<file path="src/rtl/fetch_control.sv">
// Fetch-unit sequencing control: decodes jumps, memory ops and system calls and steers PC update.
// Latency: all control outputs are combinational from state and inputs; state and io_instret update on the clock edge.
// Backpressure: loads/stores stall fetch until io_mem_ready, or until a MEM_TIMEOUT-cycle abort skips the instruction.
module fetch_control #(
  parameter int MEM_TIMEOUT = 15
) (
  input  logic        clock,
  input  logic        reset,
  input  logic [31:0] io_instr,
  input  logic        io_instr_valid,
  input  logic [31:0] io_rs1_data,
  input  logic        io_mem_ready,
  output logic [31:0] io_imm,
  output logic [31:0] io_rs1,
  output logic        io_jal_en,
  output logic        io_jalr_en,
  output logic        io_stall_en,
  output logic        io_mem_req,
  output logic        io_mem_err,
  output logic        io_halted,
  output logic [31:0] io_instret
);

  typedef enum logic [1:0] {
    S_RUN      = 2'd0,
    S_MEM_WAIT = 2'd1,
    S_HALT     = 2'd2
  } state_t;

  localparam logic [6:0] OP_JAL   = 7'b1101111;
  localparam logic [6:0] OP_JALR  = 7'b1100111;
  localparam logic [6:0] OP_LOAD  = 7'b0000011;
  localparam logic [6:0] OP_STORE = 7'b0100011;
  localparam logic [6:0] OP_SYS   = 7'b1110011;
  localparam logic [3:0] TIMEOUT_LAST = 4'(MEM_TIMEOUT - 1);

  state_t      r_state;
  logic [3:0]  r_wait_cnt;
  logic [31:0] r_instret;

  state_t      w_next_state;
  logic [3:0]  w_next_cnt;
  logic        w_retire;
  logic        w_is_jal;
  logic        w_is_jalr;
  logic        w_is_mem;
  logic        w_is_sys;
  logic        w_unused_rd;

  // rd is not needed for PC sequencing
  assign w_unused_rd = ^io_instr[11:7];

  assign w_is_jal  = (io_instr[6:0] == OP_JAL);
  assign w_is_jalr = (io_instr[6:0] == OP_JALR);
  assign w_is_mem  = (io_instr[6:0] == OP_LOAD) || (io_instr[6:0] == OP_STORE);
  assign w_is_sys  = (io_instr[6:0] == OP_SYS) && (io_instr[14:12] == 3'b000);

  assign io_rs1     = io_rs1_data;
  assign io_instret = r_instret;
  assign io_halted  = (r_state == S_HALT) && !reset;

  // Immediate for the jump target adder; JALR LSB is deliberately kept (target = rs1 + imm)
  always_comb begin
    io_imm = 32'd0;
    if (w_is_jal) begin
      io_imm = {{12{io_instr[31]}}, io_instr[19:12], io_instr[20], io_instr[30:21], 1'b0};
    end else if (w_is_jalr) begin
      io_imm = {{20{io_instr[31]}}, io_instr[31:20]};
    end
  end

  // Control decode and next-state selection; reset overrides everything to a safe stall
  always_comb begin
    w_next_state = r_state;
    w_next_cnt   = r_wait_cnt;
    w_retire     = 1'b0;
    io_jal_en    = 1'b0;
    io_jalr_en   = 1'b0;
    io_stall_en  = 1'b0;
    io_mem_req   = 1'b0;
    io_mem_err   = 1'b0;
    case (r_state)
      S_RUN: begin
        if (!io_instr_valid) begin
          io_stall_en = 1'b1;
        end else if (w_is_jal) begin
          io_jal_en = 1'b1;
          w_retire  = 1'b1;
        end else if (w_is_jalr) begin
          io_jalr_en = 1'b1;
          w_retire   = 1'b1;
        end else if (w_is_mem) begin
          io_mem_req   = 1'b1;
          io_stall_en  = 1'b1;
          w_next_state = S_MEM_WAIT;
          w_next_cnt   = 4'd0;
        end else if (w_is_sys) begin
          io_stall_en  = 1'b1;
          w_next_state = S_HALT;
        end else begin
          w_retire = 1'b1;
        end
      end
      S_MEM_WAIT: begin
        // completion wins over a coincident timeout
        if (io_mem_ready) begin
          w_retire     = 1'b1;
          w_next_state = S_RUN;
        end else if (r_wait_cnt == TIMEOUT_LAST) begin
          io_mem_err   = 1'b1;
          w_next_state = S_RUN;
        end else begin
          io_stall_en = 1'b1;
          w_next_cnt  = r_wait_cnt + 4'd1;
        end
      end
      S_HALT: begin
        io_stall_en = 1'b1;
      end
      default: begin
        io_stall_en  = 1'b1;
        w_next_state = S_RUN;
      end
    endcase
    if (reset) begin
      w_retire    = 1'b0;
      io_jal_en   = 1'b0;
      io_jalr_en  = 1'b0;
      io_stall_en = 1'b1;
      io_mem_req  = 1'b0;
      io_mem_err  = 1'b0;
    end
  end

  // State, wait counter and retired-instruction counter
  always_ff @(posedge clock) begin
    if (reset) begin
      r_state    <= S_RUN;
      r_wait_cnt <= 4'd0;
      r_instret  <= 32'd0;
    end else begin
      r_state    <= w_next_state;
      r_wait_cnt <= w_next_cnt;
      if (w_retire) begin
        r_instret <= r_instret + 32'd1;
      end
    end
  end

endmodule

</file>
<file path="config.mk">
export PLATFORM = sky130hd
export DESIGN_NAME = fetch_control
export DESIGN_NICKNAME = d
export VERILOG_FILES = /design/src/rtl/fetch_control.sv
export SDC_FILE = /design/constraint.sdc
export NUM_CORES = 1
export LEC_CHECK = 0
export ABC_AREA = 1
export BUFFER_PORTS_ARGS = -buffer_cell sky130_fd_sc_hd__buf_2
export CORE_ASPECT_RATIO = 0.9
export CORE_MARGIN = 5
export CORE_UTILIZATION = 30
export CTS_BUF_LIST = sky130_fd_sc_hd__clkbuf_4
export DETAILED_ROUTE_END_ITERATION = 8
export GPL_TIMING_DRIVEN = 0
export PLACE_DENSITY = 0.62
export SLEW_MARGIN = 20
export SYNTH_ARGS = -nofsm -noshare
export SYNTH_HDL_FRONTEND = slang
export SYNTH_SLANG_ARGS = --single-unit
</file>
<file path="constraint.sdc">
create_clock -name clock -period 3 [get_ports clock]
set_input_delay 0.3 -clock clock [delete_from_list [all_inputs] [get_ports clock]]
set_output_delay 0.3 -clock clock [all_outputs]
set_load 0.01 [all_outputs]
</file>
Word-level counts from Yosys, hierarchy flattened --
Index checks and enable logic that the tools add are counted.
Storage, ports and cells: flip-flop bits (word level) 38, bits of input ports 68, output and inout port bits 102, word-level logic and storage cells 84
Cells by class: add/subtract/negate cells 2, equality and inequality tests 16, mux-type cells 53, bitwise logic cells 1, reductions and logical operators 9
Operator list (number):
- 32-bit two-way mux | 2
- 1-bit two-way mux | 34
- 32-bit by 1-bit adder with 32-bit output (second input constant) | 1
- 4-bit two-way mux | 6
- 7-bit == test (second input constant) | 3
- 2-bit two-way mux | 7
- 2-bit inequality test (second input constant) | 6
- 4-bit case mux with 2 select lines | 1
- 7-bit by 2-bit == test with 1-bit output (second input constant) | 1
- 7-bit by 6-bit == test with 1-bit output (second input constant) | 1
- 7-bit AND reduction | 1
- 3-bit inequality test (second input constant) | 2
- 2-bit case mux with 3 select lines | 1
- 6-bit AND reduction | 1
- 4-bit by 1-bit adder with 4-bit output (second input constant) | 1
- 4-bit == test (second input constant) | 1
- 1-bit case mux with 2 select lines | 2
- 3-bit zero test | 1
- 2-bit by 1-bit == test with 1-bit output (second input constant) | 1
- 2-bit == test (second input constant) | 1
- 1-bit logical AND | 2
- 2-bit zero test | 1
- 2-bit nonzero test | 1
- 1-bit zero test | 1
- other kinds (2) | 2

Depth between registers and ports, before layout --
depth after elaboration 9, gate-level depth with buffers 11, mapped depth without buffers 11

Least setup slack after synthesis --
No wires, ideal clock.
path kind input -> output, start point in io_instr[2], end point out io_imm[21], arrival time 1.389 ns, slack 1.311 ns, stages 5, buffers on the path 1, path through inv_2 > nor3_2 > nand2_1 > nor2_1 > buf_4
Between the ends: longest elaborated chain between the ends 3, elaborated cells on any way between the ends 4, those cells by class 2 x eq/ne; 2 x mux
Ends and longest elaborated chain:
- start, declared | line 9 | input logic [31:0] io_instr,
- 7-bit == test | line 54 | assign w_is_jalr = (io_instr[6:0] == OP_JALR);
- 32-bit two-way mux | line 67 | end else if (w_is_jalr) begin
- 32-bit two-way mux (*) | line 65 | if (w_is_jal) begin
- end, declared | line 13 | output logic [31:0] io_imm,
Every way passes the cells marked *; elsewhere a longest branch is shown, timed or not.

==> results.cfg <==
[run_status]
status = finished clean

[timing]
post-route-min-period_ps = 2265
max-slew-margin-rel_pct = 56.14
tns_ps = 0
setup_viol_count_final = 0
max_clock_freq_mhz = 441.6
rsz0062_at_grt = false
final_max_slew_viol_count = 0
clock-skew-final_ps = 19.13
layout_worst_path_cycle_share_pct = 75.49
worstMarginPinSlew_ps = 655.4
holdWs_ps = 335.4
timing_hold_violations_final = 0

[floorplan]
io_pins = 170
dieArea_mm2 = 0.01233
std_cell_rows = 35
placeableCoreArea_mm2 = 0.01012
die_width_um = 116.5
start_util_pct = 30.27
die_y_um = 105.8

[yosys]
post-synth-top-count-cell = sky130_fd_sc_hd__nand2_1
yosys-top-cells-area = sky130_fd_sc_hd__dfxtp_1, sky130_fd_sc_hd__nand2_1, sky130_fd_sc_hd__buf_4
async_flop_share_pct = 0
yosys.cell_types.count = 28
synth_largest_type_area_fraction_pct = 24.85
postSynthNetCount = 587
synth.yosys.warnings = 0
synth_seq_cells = 38
synth_area_mm2 = 0.003062
synth-main-ff-cell = sky130_fd_sc_hd__dfxtp_1
syn-instance-count = 516
avg_synthesized_cell_area_um2 = 5.934
synth_sequential_area_ratio_pct = 24.85
synth_top_cell_by_area = sky130_fd_sc_hd__dfxtp_1
synth-edff-count = 0
synth_commonest_cells = sky130_fd_sc_hd__nand2_1, sky130_fd_sc_hd__nor2_1, sky130_fd_sc_hd__inv_1, sky130_fd_sc_hd__nand3_1, sky130_fd_sc_hd__buf_4

[clocking]
cts_max_level = 2
cts_sinks = 38
cts.hold.buffers_added = 0
clock_latency_late_sink_ps = 370
cts-root-to-sink-buffers = 2
cts_tree = yes
clk_root_buffer_cell = sky130_fd_sc_hd__clkbuf_4
tritoncts.num_buffers = 5
cts_resized = 0
post-cts-setup-buffer-count = 0
clk_pin_slew_ps = 150

[grt]
globalRoute.totalOverflow = 0
grt_pass1_vias = 3101
track_usage_pct = 15.00
largest_net_degree_at_the_start_of_global_routing = 14
first_pass_grt_wire_length_mm = 15.09
number_of_antenna_violations_at_the_first_check_in_global_routing = 0

[place]
cell_area_placed_mm2 = 0.003879
place.detailed.instances = 776
dp_hpwl_mm = 7.936
gp_congestion = 0.8786
port_buffers = 131

[finish]
finish.cell_count_without_fillers = 784
final_design_area_no_fill_mm2 = 0.003961
fin_nets = 725
flow.area_growth_from_synthesis_pct = 29.38
fillCellCount = 1097
drive_gt1_share_pct = 33.44
num_antenna_cells = 0

[routing]
via_count = 3532
drt_first_iter_violations = 224
post_detailed_routing_wire_length_mm = 9.705
number_of_nets_still_failing_antenna_checks_after_routing = 0
drt-pass1-iter-count = 4
routed_wire_length_per_instance_um = 12.38
vias_per_cell = 4.505
drc = 0

[setup_path]
criticalPathCategory = flip-flop to output pin
worst_r2r_startpoint = io_instret[0]$_SDFFE_PP0P_
worst-r2r-cell-count = 8
arrival_ps = 1960
critical_path.endpoint = io_mem_req
timing.critical_path.from = r_wait_cnt[0]$_SDFFE_PP0P_
regToRegSetupSlack_ps = 1250
cp_max_fo = 6
crit_path_end_kind = output pin
timing.critical_path.from_type = flip-flop
timing.critical_path.required_ps = 2700
r2r_end = io_instret[12]$_SDFFE_PP0P_

[min_path]
worstHoldPathType = input port to flip-flop
hold_start = reset

[flow_run]
maxCapViolations = 0

[power_and_ir_drop]
leakagePower_uw = 0.001983
worst_ir_drop_vdd_mv = 0.1819
finalPower_uw = 1069
pwr_density_cell_mw_per_mm2 = 269.9
registers in the layout (all words and copies together), names as in the netlist:
register,flops
r_state,2
io_instret,32
r_wait_cnt,4
where the power goes:
part	switching, µW	leakage (µW)	internal [µW]
Sequential	4.21	0.000306	508
Combinational	97.6	0.00164	84.6
Clock	200	0.0000374	175
Total	302	0.00198	768
per-layer routing:
metal / vias up / track usage, % / share of wire (%)
met4: 0 / 3.314 / 1.1
met3: 10 / 2.296 / 7.8
li1: 1832 / - / -
met1: 1570 / 19.75 / 43
met2: 120 / 25.61 / 48
met5: - / 0 / 0
worst max-delay path, cell delays in order (launching register included):
cell and delay, ps:
sky130_fd_sc_hd__dfxtp_1 410, sky130_fd_sc_hd__inv_1 80, sky130_fd_sc_hd__ha_1 200, sky130_fd_sc_hd__nand3_1 130
sky130_fd_sc_hd__nor2_1 70, sky130_fd_sc_hd__nor2_1 80, sky130_fd_sc_hd__nand2_1 60, sky130_fd_sc_hd__inv_1 150
sky130_fd_sc_hd__nand3_1 120, sky130_fd_sc_hd__nor2_1 130, sky130_fd_sc_hd__buf_2 150
cells by family after synthesis:
logic type,after synthesis,synth area share [%]
and+or+nand+nor,308,43.85
buffers and inverters,120,21.33
AOI/OAI and AO/OA,39,6.457
DFF,38,24.85
xor gates and xnor gates,8,2.289
adders and majority gates,3,1.226
cell usage in the layout (no fill, tap or decap), drive strengths merged, types with 5 or more instances in the layout:
master	synthesis	final
nand2	149	149
xor2	7	7
inv	63	63
buf	51	182
nand3	50	50
clkbuf	5	10
nor2	98	98
a21oi	27	27
nor3	5	5
dfxtp	38	38
o21ai	11	11
through the flow:
step	setup WS [ps]	util (%)
after floorplan	1311	-
after global placement	1035	38.34
after detailed placement	978.5	38.34
after CTS	738.6	39.16
after global routing	539.8	39.16
final	735.4	39.16
area by class of cell:
class / instances / area [µm²] / share of cell area, %
flip-flops and latches: 38 / 760.7 / 19.20
clock inverters: 3 / 45.04 / 1.137
repair buffers: 131 / 655.6 / 16.55
inverters: 64 / 240.2 / 6.064
plain buffers: 56 / 412.9 / 10.42
clock buffers: 5 / 37.54 / 0.9476
multi-input cells: 358 / 1648 / 41.60
well taps: 129 / 161.4 / 4.075
worst min-delay path by stage:
stage                                      end  slack (ps)  cells after the start
floorplan           r_wait_cnt[3]$_SDFFE_PP0P_         470                      2
global placement    io_instret[0]$_SDFFE_PP0P_         480                      1
detailed placement  r_wait_cnt[3]$_SDFFE_PP0P_         490                      2
CTS                 io_instret[5]$_SDFFE_PP0P_         340                      2
global route        r_wait_cnt[2]$_SDFFE_PP0P_         370                      2
finish              io_instret[1]$_SDFFE_PP0P_         340                      2
No activity file was read; power rests on OpenSTA's default activity.
